## config.mk

```make
export PLATFORM = sky130hd
export DESIGN_NAME = sram_arbiter
export DESIGN_NICKNAME = d
export VERILOG_FILES = /design/src/rtl/vga_pkg.sv /design/src/rtl/prefetch_fifo.sv /design/src/rtl/sram_arbiter.sv
export SDC_FILE = /design/constraint.sdc
export NUM_CORES = 1
export LEC_CHECK = 0
export CORE_MARGIN = 5
export CORE_UTILIZATION = 45
export CTS_BUF_LIST = sky130_fd_sc_hd__clkbuf_4 sky130_fd_sc_hd__clkbuf_8
export CTS_CLUSTER_SIZE = 28
export DETAILED_ROUTE_END_ITERATION = 16
export PLACE_DENSITY = 0.68
export SLEW_MARGIN = 20
export SYNTH_ARGS = -nofsm -noshare
export SYNTH_HDL_FRONTEND = slang
export SYNTH_HIERARCHICAL = 1
export SYNTH_SLANG_ARGS = --single-unit
```

## constraint.sdc

```tcl
create_clock -name clock -period 3.1 [get_ports clock]
set_clock_uncertainty 0.2 [all_clocks]
set_input_delay 0.93 -clock clock [delete_from_list [all_inputs] [get_ports clock]]
set_output_delay 0.93 -clock clock [all_outputs]
set_load 0.01 [all_outputs]
```

## src/rtl/vga_pkg.sv

```systemverilog
// Shared types and default sizes for the SRAM arbiter and its video prefetch FIFO.
package vga_pkg;

    localparam int unsigned DEF_ADDR_WIDTH    = 17;
    localparam int unsigned DEF_DATA_WIDTH    = 8;
    localparam int unsigned DEF_CLIENTS       = 2;
    localparam int unsigned DEF_FIFO_DEPTH    = 16;
    localparam int unsigned DEF_ACCESS_CYCLES = 2;

    // Wide enough for the largest supported client count (8).
    localparam int unsigned CLIENT_IDX_W = 3;

    typedef enum logic [1:0] {
        IDLE,
        ACCESS,
        DONE
    } arb_state_t;

    typedef struct packed {
        logic                    video;
        logic [CLIENT_IDX_W-1:0] client;
    } grant_t;

endpackage

```

## src/rtl/prefetch_fifo.sv

```systemverilog
// Video prefetch FIFO: registered storage, combinational head, flush beats push and pop.
module prefetch_fifo #(
    parameter int unsigned DATA_WIDTH = 8,
    parameter int unsigned FIFO_DEPTH = 16
) (
    input  logic                            clock,
    input  logic                            reset,
    input  logic                            flush,
    input  logic                            push,
    input  logic [DATA_WIDTH-1:0]           push_data,
    input  logic                            pop,
    output logic [DATA_WIDTH-1:0]           head,
    output logic [$clog2(FIFO_DEPTH):0]     count
);

    localparam int unsigned PTR_W = $clog2(FIFO_DEPTH);
    localparam int unsigned CNT_W = PTR_W + 1;

    logic [DATA_WIDTH-1:0] mem_q [FIFO_DEPTH];
    logic [PTR_W-1:0]      wr_q;
    logic [PTR_W-1:0]      rd_q;
    logic [CNT_W-1:0]      count_q;
    logic                  do_push;
    logic                  do_pop;

    assign do_pop  = pop && (count_q != '0);
    assign do_push = push && ((count_q != CNT_W'(FIFO_DEPTH)) || do_pop);

    always_ff @(posedge clock) begin
        if (reset || flush) begin
            wr_q    <= '0;
            rd_q    <= '0;
            count_q <= '0;
        end else begin
            if (do_push) wr_q <= wr_q + 1'b1;
            if (do_pop)  rd_q <= rd_q + 1'b1;
            case ({do_push, do_pop})
                2'b10:   count_q <= count_q + 1'b1;
                2'b01:   count_q <= count_q - 1'b1;
                default: count_q <= count_q;
            endcase
        end
    end

    always_ff @(posedge clock) begin
        if (do_push && !flush && !reset) mem_q[wr_q] <= push_data;
    end

    assign head  = mem_q[rd_q];
    assign count = count_q;

endmodule

```

## src/rtl/sram_arbiter.sv

```systemverilog
// Shares one asynchronous SRAM between a prefetching video stream and round-robin host ports.
module sram_arbiter
    import vga_pkg::*;
#(
    parameter int unsigned ADDR_WIDTH    = DEF_ADDR_WIDTH,
    parameter int unsigned DATA_WIDTH    = DEF_DATA_WIDTH,
    parameter int unsigned CLIENTS       = DEF_CLIENTS,
    parameter int unsigned FIFO_DEPTH    = DEF_FIFO_DEPTH,
    parameter int unsigned ACCESS_CYCLES = DEF_ACCESS_CYCLES
) (
    input  logic                                clock,
    input  logic                                reset,
    input  logic                                videoStart,
    input  logic [ADDR_WIDTH-1:0]               videoStartAddress,
    input  logic                                videoPop,
    output logic [DATA_WIDTH-1:0]               videoData,
    output logic                                videoDataValid,
    output logic                                videoUnderflow,
    input  logic [CLIENTS-1:0]                  clientRequest,
    input  logic [CLIENTS-1:0]                  clientWrite,
    input  logic [CLIENTS-1:0][ADDR_WIDTH-1:0]  clientAddress,
    input  logic [CLIENTS-1:0][DATA_WIDTH-1:0]  clientWriteData,
    output logic [DATA_WIDTH-1:0]               clientReadData,
    output logic [CLIENTS-1:0]                  clientComplete,
    output logic [ADDR_WIDTH-1:0]               ramAddress,
    output logic [DATA_WIDTH-1:0]               ramDataOut,
    input  logic [DATA_WIDTH-1:0]               ramDataIn,
    output logic                                ramDataOutEnable,
    output logic                                ramWriteEnable,
    output logic                                ramOutputEnable
);

    localparam int unsigned CNT_W = $clog2(FIFO_DEPTH) + 1;
    localparam int unsigned ACC_W = $clog2(ACCESS_CYCLES);
    localparam int unsigned IW    = CLIENT_IDX_W + 1;
    localparam logic [ACC_W-1:0] ACC_LAST = ACC_W'(ACCESS_CYCLES - 1);
    localparam logic [CNT_W-1:0] HALF     = CNT_W'(FIFO_DEPTH / 2);
    localparam logic [CNT_W-1:0] FULL     = CNT_W'(FIFO_DEPTH);

    arb_state_t              state_q, state_d;
    logic [ACC_W-1:0]        acc_q, acc_d;
    grant_t                  grant_q, grant_d;
    logic                    write_q, write_d;
    logic [ADDR_WIDTH-1:0]   addr_q, addr_d;
    logic [DATA_WIDTH-1:0]   wdata_q, wdata_d;
    logic [DATA_WIDTH-1:0]   cap_q, cap_d;
    logic [DATA_WIDTH-1:0]   rdata_q, rdata_d;
    logic [ADDR_WIDTH-1:0]   vptr_q, vptr_d;
    logic                    ven_q, ven_d;
    logic                    discard_q, discard_d;
    logic [CLIENT_IDX_W-1:0] rr_q, rr_d;
    logic                    underflow_q, underflow_d;

    logic [CNT_W-1:0]        fifo_count;
    logic                    fifo_push;
    logic [CNT_W-1:0]        level;
    logic                    vid_en;
    logic [ADDR_WIDTH-1:0]   vid_addr;
    logic                    found;
    logic [CLIENT_IDX_W-1:0] pick;
    logic [IW-1:0]           cand;
    logic [ADDR_WIDTH-1:0]   sel_addr;
    logic [DATA_WIDTH-1:0]   sel_wdata;
    logic                    sel_write;

    prefetch_fifo #(
        .DATA_WIDTH (DATA_WIDTH),
        .FIFO_DEPTH (FIFO_DEPTH)
    ) u_fifo (
        .clock     (clock),
        .reset     (reset),
        .flush     (videoStart),
        .push      (fifo_push),
        .push_data (cap_q),
        .pop       (videoPop && !videoStart),
        .head      (videoData),
        .count     (fifo_count)
    );

    // A start in IDLE is treated as flush-then-grant, so the restarted stream is urgent at once.
    assign vid_en   = ven_q || videoStart;
    assign vid_addr = videoStart ? videoStartAddress : vptr_q;
    assign level    = (videoStart ? '0 : fifo_count)
                    + CNT_W'((state_q != IDLE) && grant_q.video && !discard_q);

    always_comb begin
        found     = 1'b0;
        pick      = '0;
        cand      = '0;
        sel_addr  = '0;
        sel_wdata = '0;
        sel_write = 1'b0;
        for (int k = 0; k < CLIENTS; k++) begin
            cand = {1'b0, rr_q} + IW'(k);
            if (cand >= IW'(CLIENTS)) cand = cand - IW'(CLIENTS);
            for (int j = 0; j < CLIENTS; j++) begin
                if (!found && cand == IW'(j) && clientRequest[j]) begin
                    found     = 1'b1;
                    pick      = CLIENT_IDX_W'(j);
                    sel_addr  = clientAddress[j];
                    sel_wdata = clientWriteData[j];
                    sel_write = clientWrite[j];
                end
            end
        end
    end

    always_comb begin
        state_d     = state_q;
        acc_d       = acc_q;
        grant_d     = grant_q;
        write_d     = write_q;
        addr_d      = addr_q;
        wdata_d     = wdata_q;
        cap_d       = cap_q;
        rdata_d     = rdata_q;
        vptr_d      = vptr_q;
        ven_d       = ven_q;
        discard_d   = discard_q;
        rr_d        = rr_q;
        underflow_d = underflow_q;
        fifo_push   = 1'b0;

        case (state_q)
            IDLE: begin
                discard_d = 1'b0;
                if (vid_en && level < HALF) begin
                    grant_d = '{video: 1'b1, client: '0};
                    state_d = ACCESS;
                end else if (found) begin
                    grant_d = '{video: 1'b0, client: pick};
                    rr_d    = (pick == CLIENT_IDX_W'(CLIENTS - 1)) ? '0 : pick + 1'b1;
                    state_d = ACCESS;
                end else if (vid_en && level < FULL) begin
                    grant_d = '{video: 1'b1, client: '0};
                    state_d = ACCESS;
                end
                if (state_d == ACCESS) begin
                    acc_d = '0;
                    if (grant_d.video) begin
                        addr_d  = vid_addr;
                        write_d = 1'b0;
                    end else begin
                        addr_d  = sel_addr;
                        wdata_d = sel_wdata;
                        write_d = sel_write;
                    end
                end
            end
            ACCESS: begin
                if (acc_q == ACC_LAST) begin
                    state_d = DONE;
                    if (!write_q) begin
                        if (grant_q.video) cap_d = ramDataIn;
                        else               rdata_d = ramDataIn;
                    end
                end else begin
                    acc_d = acc_q + 1'b1;
                end
            end
            DONE: begin
                state_d = IDLE;
                if (grant_q.video && !discard_q && !videoStart) begin
                    fifo_push = 1'b1;
                    vptr_d    = vptr_q + 1'b1;
                end
            end
            default: state_d = IDLE;
        endcase

        if (videoStart) begin
            ven_d       = 1'b1;
            vptr_d      = videoStartAddress;
            underflow_d = 1'b0;
            discard_d   = (state_q != IDLE);
        end else if (videoPop && !videoDataValid) begin
            underflow_d = 1'b1;
        end
    end

    always_ff @(posedge clock) begin
        if (reset) begin
            state_q     <= IDLE;
            acc_q       <= '0;
            grant_q     <= '0;
            write_q     <= 1'b0;
            addr_q      <= '0;
            wdata_q     <= '0;
            cap_q       <= '0;
            rdata_q     <= '0;
            vptr_q      <= '0;
            ven_q       <= 1'b0;
            discard_q   <= 1'b0;
            rr_q        <= '0;
            underflow_q <= 1'b0;
        end else begin
            state_q     <= state_d;
            acc_q       <= acc_d;
            grant_q     <= grant_d;
            write_q     <= write_d;
            addr_q      <= addr_d;
            wdata_q     <= wdata_d;
            cap_q       <= cap_d;
            rdata_q     <= rdata_d;
            vptr_q      <= vptr_d;
            ven_q       <= ven_d;
            discard_q   <= discard_d;
            rr_q        <= rr_d;
            underflow_q <= underflow_d;
        end
    end

    always_comb begin
        for (int i = 0; i < CLIENTS; i++) begin
            clientComplete[i] = (state_q == DONE) && !grant_q.video
                              && (grant_q.client == CLIENT_IDX_W'(i));
        end
    end

    // Write strobe rises on the last access cycle so data is held past the WE edge.
    assign ramAddress       = addr_q;
    assign ramDataOut       = wdata_q;
    assign ramOutputEnable  = !((state_q == ACCESS) && !write_q);
    assign ramDataOutEnable = (state_q == ACCESS) && write_q;
    assign ramWriteEnable   = !((state_q == ACCESS) && write_q && (acc_q != ACC_LAST));
    assign clientReadData   = rdata_q;
    assign videoDataValid   = (fifo_count != '0);
    assign videoUnderflow   = underflow_q;

endmodule

```

Yosys cells after proc, flatten, opt, wreduce, memory -nomap -nowiden
Memories as Yosys holds them, arrays and structs flattened. A register that Yosys moved wholly into a read port is not among the register bits.
Cells that the tools add are included.
- register bits: 85
- logic and storage cells: 161
- memories kept: 1
- output and inout port bits: 48
- memory bits (writable): 128
- bits of input ports: 83
- reductions and logical operators: 59
- muxes and demuxes: 51
- equality and inequality tests: 13
- magnitude comparators: 4
- bitwise logic cells: 5
- add/subtract/negate cells: 11
- memories (memory ; depth ; width ; read ports ; clocked after Yosys merged registers in ; wr ports ; RTL line ; text):
    u_fifo.mem_q ; 16 ; 8 ; 1 ; 1 ; 1 ; prefetch_fifo.sv:19 ; logic [DATA_WIDTH-1:0] mem_q [FIFO_DEPTH];
- operators by type and width (cell ; number):
    $mux W17 ; 9
    $mux W4 ; 8
    $mux W8 ; 4
    $logic_and A1 B1 Y1 ; 25
    $mux W1 ; 18
    $add A17 B1 Y17 const B ; 1
    $reduce_bool A2 Y1 ; 6
    $logic_not A1 Y1 ; 11
    $mux W2 ; 5
    $pmux W5 S2 ; 1
    $mux W3 ; 3
    $add A4 B1 Y4 const B ; 2
    $eq A4 B1 Y1 const B ; 2
    $logic_not A4 Y1 ; 2
    $reduce_and A2 Y1 ; 4
    $reduce_and A4 Y1 ; 2
    $eq A2 B1 Y1 const B ; 3
    $eq A3 B1 Y1 const B ; 2
    $reduce_and A3 Y1 ; 2
    $add A5 B1 Y5 ; 1
    $add A5 B1 Y5 const B ; 1
    $lt A5 B4 Y1 const B ; 1
    $lt A5 B5 Y1 const B ; 1
    $mux W5 ; 1
    20 further kinds ; 28

Longest topological paths before layout
- word-level depth: 23
- mapped depth: 11
- mapped depth without buffers: 10

Modules after synthesis
The synthesis kept the hierarchy.
- modules (own cells, without submodules) (module ; times used ; area each (µm²) ; cells an instance ; seq. area each (µm²)):
    prefetch_fifo ; 1 ; 5864.4 ; 322 ; 4184.0
    sram_arbiter ; 1 ; 3503.4 ; 391 ; 1361.3

Worst setup path before layout
OpenSTA, ideal clock, no wires.
- path type: in2reg
- start point: input videoStart
- end point: register u_fifo.count_q[4], in the netlist u_fifo/count[4]
- arrival time: 2.873 ns
- stages on the path: 11
- required time: 2.767 ns
- library setup time: 0.133 ns
- setup slack: -0.106 ns
- path buffers: 2
- cells stage by stage: buf_4 -> clkbuf_1 -> nor2b_1 -> nand2b_1 -> a21o_1 -> inv_1 -> ha_1 -> nor2b_1 -> o22a_1 -> o211ai_1 -> a31oi_1
- longest elaborated chain between the ends: 7
- elaborated cells on any way between the ends: 13
- classes of those cells: 2 x eq/ne; 3 x mux; 8 x reduce/logical
- ends and longest elaborated chain (what ; RTL line ; text):
    start: declaration ; sram_arbiter.sv:13 ; input logic videoStart,
    $logic_not A1 Y1 ; sram_arbiter.sv:75, sram_arbiter.sv:163 ;
    $logic_and A1 B1 Y1 (on tied branches) ; sram_arbiter.sv:163, sram_arbiter.sv:75 ;
    $mux W1 or $logic_and A1 B1 Y1 (tied branches) ; sram_arbiter.sv:163, prefetch_fifo.sv:26 ;
    $mux W1 or $logic_or A1 B1 Y1 (tied branches) ; sram_arbiter.sv:124, prefetch_fifo.sv:27 ;
    $logic_and A1 B1 Y1 ; prefetch_fifo.sv:27 ; assign do_push = push && ((count_q != CNT_W'(FIFO_DEPTH)) || do_pop);
    $eq A2 B1 Y1 or $eq A2 B2 Y1 (tied branches) ; prefetch_fifo.sv:37 ; case ({do_push, do_pop})
    $pmux W5 S2 or $reduce_bool A2 Y1 (tied branches) ; -- ;
    end signal: assignment ; prefetch_fifo.sv:38 ; 2'b10: count_q <= count_q + 1'b1;
    end signal: assignment ; prefetch_fifo.sv:39 ; 2'b01: count_q <= count_q - 1'b1;
    end signal: assignment ; prefetch_fifo.sv:40 ; default: count_q <= count_q;
    end: declaration ; prefetch_fifo.sv:22 ; logic [CNT_W-1:0] count_q;
Several ways; a longest one is shown, not always the timed one.
A chain may end at the register's enable or synchronous reset.

==> flow_metrics.tcl <==
set metrics [dict create \
    grt_start_max_net_pins 36 \
    timing.hold.worst_path_depth 1 \
    grt_pass1_vias 7202 \
    final_cell_mix "128 x sky130_fd_sc_hd__edfxtp_1, 118 x sky130_fd_sc_hd__clkdlybuf4s50_1, 85 x sky130_fd_sc_hd__nor2_1" \
    layout-drive-gt1-share_pct 23.8 \
    cts.path.max_buffers 3 \
    finalSetupViolations 8 \
    hold_class "reg -> reg" \
    crit-reg2reg-capture "u_fifo/count[4]" \
    critPathLaunchType "register" \
    die_y_um 154 \
    final_report_hold_violation_count 0 \
    cellPowerDensity_nw_per_um2 499 \
    fp.coreArea_um2 20400 \
    r2r_start "state_q[0]" \
    routed_length_per_placed_instance_um 19.6 \
    final_area_um2 12300 \
    syn-num-nets 806 \
    worstSetupEndpointType "output port" \
    synthArstFlopShare_pct 0 \
    placementRows 52 \
    leak_pwr_nw 4.29 \
    routed_wl_um 23700 \
    detailed_place_hpwl_um 16900 \
    dieArea_um2 23800 \
    dp_worst_setup_slack_ns -0.279 \
    max_freq_ghz 0.306 \
    track_usage_pct 19.9 \
    worst_path_max_delay_cell "sky130_fd_sc_hd__mux4_2" \
    holdPathEnd "ramAddress[10]" \
    maxCapViolCount 0 \
    cts.sink_count 213 \
    remaining_drc_errors 0 \
    critical_path.cell_chain "buf_16 > buf_12 > mux4_2 > a22oi_2 > nand2_1 > buf_2" \
    drt_iter0_drc 564 \
    power.combinational.fraction_pct 8.6 \
    status "finished with violations" \
    holdBufCountCts 0 \
    yosys_warnings 6 \
    unrepaired_setup_endpoints_after_global_routing "true" \
    routed_via_density 5.56 \
    clk_latency_ns 0.52 \
    port_buffers 130 \
    dp_cells 1137 \
    tightestPinTransition_ns 0.943 \
    hold_path_startpoint "ramAddress[10]" \
    synth_area_um2 9370 \
    global_route.overflow_total 0 \
    cts_root_buf "sky130_fd_sc_hd__clkbuf_8" \
    instances_no_fill 1207 \
    area_growth_syn_to_layout_pct 30.8 \
    slew-limit-headroom_pct 36.9 \
    critPathMaxFanout 7 \
    final_common_cell "sky130_fd_sc_hd__edfxtp_1" \
    cts-buffers-inserted 35 \
    yosys.cell_types.count 74 \
    tritoncts "yes" \
    dpl-instance-area_um2 11400 \
    fin_setup_tns_ns -1.01 \
    fin_ws_ns -0.172 \
    slowest_delay_ns 0.49 \
    totalPowerFinal_mw 6.12 \
    clockPowerShare_pct 40.6 \
    synth_flop_cell "sky130_fd_sc_hd__edfxtp_1" \
    sequentialPowerShare_pct 50.8 \
    detailroute.via_count 6711 \
    worstSetupPathType "reg -> out" \
    worst_path_dominant_cell_family "multiplexers" \
    detail-route-antenna-nets 0 \
    netSwitchingFraction_pct 22.9 \
    worstPathArrival_ns 2.14 \
    power.internal_mw 4.71 \
    synthCells 713 \
    io-pin-count 131 \
    floorplan.die.width_um 154 \
    drt_pass1_iterations 7 \
    timing.critical_path.buf_inv 3 \
    power.switching_mw 1.40 \
    ff2ff_setup_slack_ns 0.36 \
    peak_supply_drop_v 0.000345 \
    cts_htree_levels 2 \
    failed_checks "negative setup slack" \
    synthesis.area_per_instance_um2 13.1 \
    drv_slew 0 \
    antenna_found_initial 0 \
    timing.final.crit_share_pct 106 \
    effective_utilization_at_floorplan_pct 46.0 \
    register_bit_total_from_synthesis 213 \
    cts.clk_slew.worst_paths_ns 0.06 \
    nets 1005 \
    min_period_ns 3.27 \
    worst_r2r_path_depth 10 \
    sequential_cell_area_fraction_in_the_yosys_report_pct 59.2 \
    timing.critical_path.required_ns 1.97 \
    number_of_enable_type_register_cells_in_the_synthesized_netlist 128 \
    grt_pass1_wl_um 38200 \
    insertedDiodeCount 0 \
    routabilityCongestion 0.919 \
]
==> layer usage <==
layer	routed length [um]	vias up	track usage (%)
met3	1660	32	5.06
met2	11400	228	33.3
li1	-	3163	-
met5	0	-	0
met1	10200	3288	26.2
met4	379	0	4.46
==> timing repair <==
action,in CTS,in global routing
pin swaps,16,2
setup buffers,7,0
gates cloned,1,0
gates resized for setup,62,2
setup endpoints to repair,13,9
==> sequential cells by signal, summed over array words and instances, names as in the netlist, 4 cells and up, named ones only <==
register        count
cap_q               8
clientReadData      8
u_fifo/count        5
ramAddress         17
u_fifo/mem_q      128
vptr_q             17
u_fifo/wr_q         4
u_fifo/rd_q         4
ramDataOut          8
==> synth_stat cells, drive strengths merged, types with 5 or more instances <==
library cell	number	area, um^2
nand4	8	77.6
buf	20	143
nor2b	11	98.8
clkbuf	21	78.8
inv	12	45.0
o21ai	40	211
nand3	16	85.1
a22oi	38	285
edfxtp	128	3840
and2	6	37.5
mux2i	21	210
nand2	28	105
a32o	14	140
nor4	5	82.6
nor3	9	45.0
ha	9	113
xnor2	11	96.3
o22ai	5	31.3
dfxtp	85	1700
o211ai	7	52.6
xor2	9	78.8
nand2b	5	31.3
mux4	32	721
a211oi	27	213
a21oi	9	45.0
nor2	89	349
==> through the flow <==
| stage | util (%) | hold WS (ns) |
|---|---|---|
| after floorplan | - | 0.250 |
| after global placement | 55.8 | 0.262 |
| after detailed placement | 55.8 | 0.258 |
| after CTS | 60.1 | 0.275 |
| after global routing | 60.2 | 0.287 |
| final | 60.2 | 0.275 |
==> power groups by stage <==
stage          registers, mW  logic (mW)  clock network (mW)
3_5_place_dp            3.16       0.523                   0
2_1_floorplan           3.16       0.238                   0
6_report                3.11       0.528                2.48
4_1_cts                 3.10       0.528                2.53
3_3_place_gp            3.16       0.514                   0
5_1_grt                 3.11       0.569                2.68
==> worst max path at each step <==
| stage | start | end | slack, ns | depth (start not counted) |
|---|---|---|---|---|
| finish | register | videoData[7] | -0.17 | 6 |
| global placement | videoStart | u_fifo/count[4] | -0.14 | 10 |
| CTS | register | videoData[7] | -0.19 | 6 |
| floorplan | videoStart | u_fifo/count[4] | 0.007 | 11 |
| detailed placement | videoStart | u_fifo/count[4] | -0.28 | 9 |
| global route | register | videoData[7] | -0.28 | 6 |
==> logic make-up (layout without fill, tap and decap cells) <==
| kind of cell | after synthesis | after routing | synth area share, % |
|---|---|---|---|
| AO/OA/AOI/OAI | 162 | 162 | 12.6 |
| XOR/XNOR | 20 | 20 | 1.87 |
| buffers and inverters | 53 | 277 | 2.84 |
| multiplexers | 55 | 55 | 10.2 |
| flip-flops | 213 | 213 | 59.2 |
| adder cells (fa/ha/maj) | 10 | 10 | 1.42 |
| AND/OR/NAND/NOR | 200 | 200 | 11.8 |
==> layout make-up <==
class / count / area (um^2)
clock buffers: 47 / 578
well taps: 270 / 338
flip-flops and latches: 213 / 5560
inverters: 12 / 45.0
multi-input cells: 447 / 3650
repair buffers: 203 / 1960
fillers: 1612 / 8110
clock inverters: 15 / 126
No activity file was read; power rests on OpenSTA's default activity.
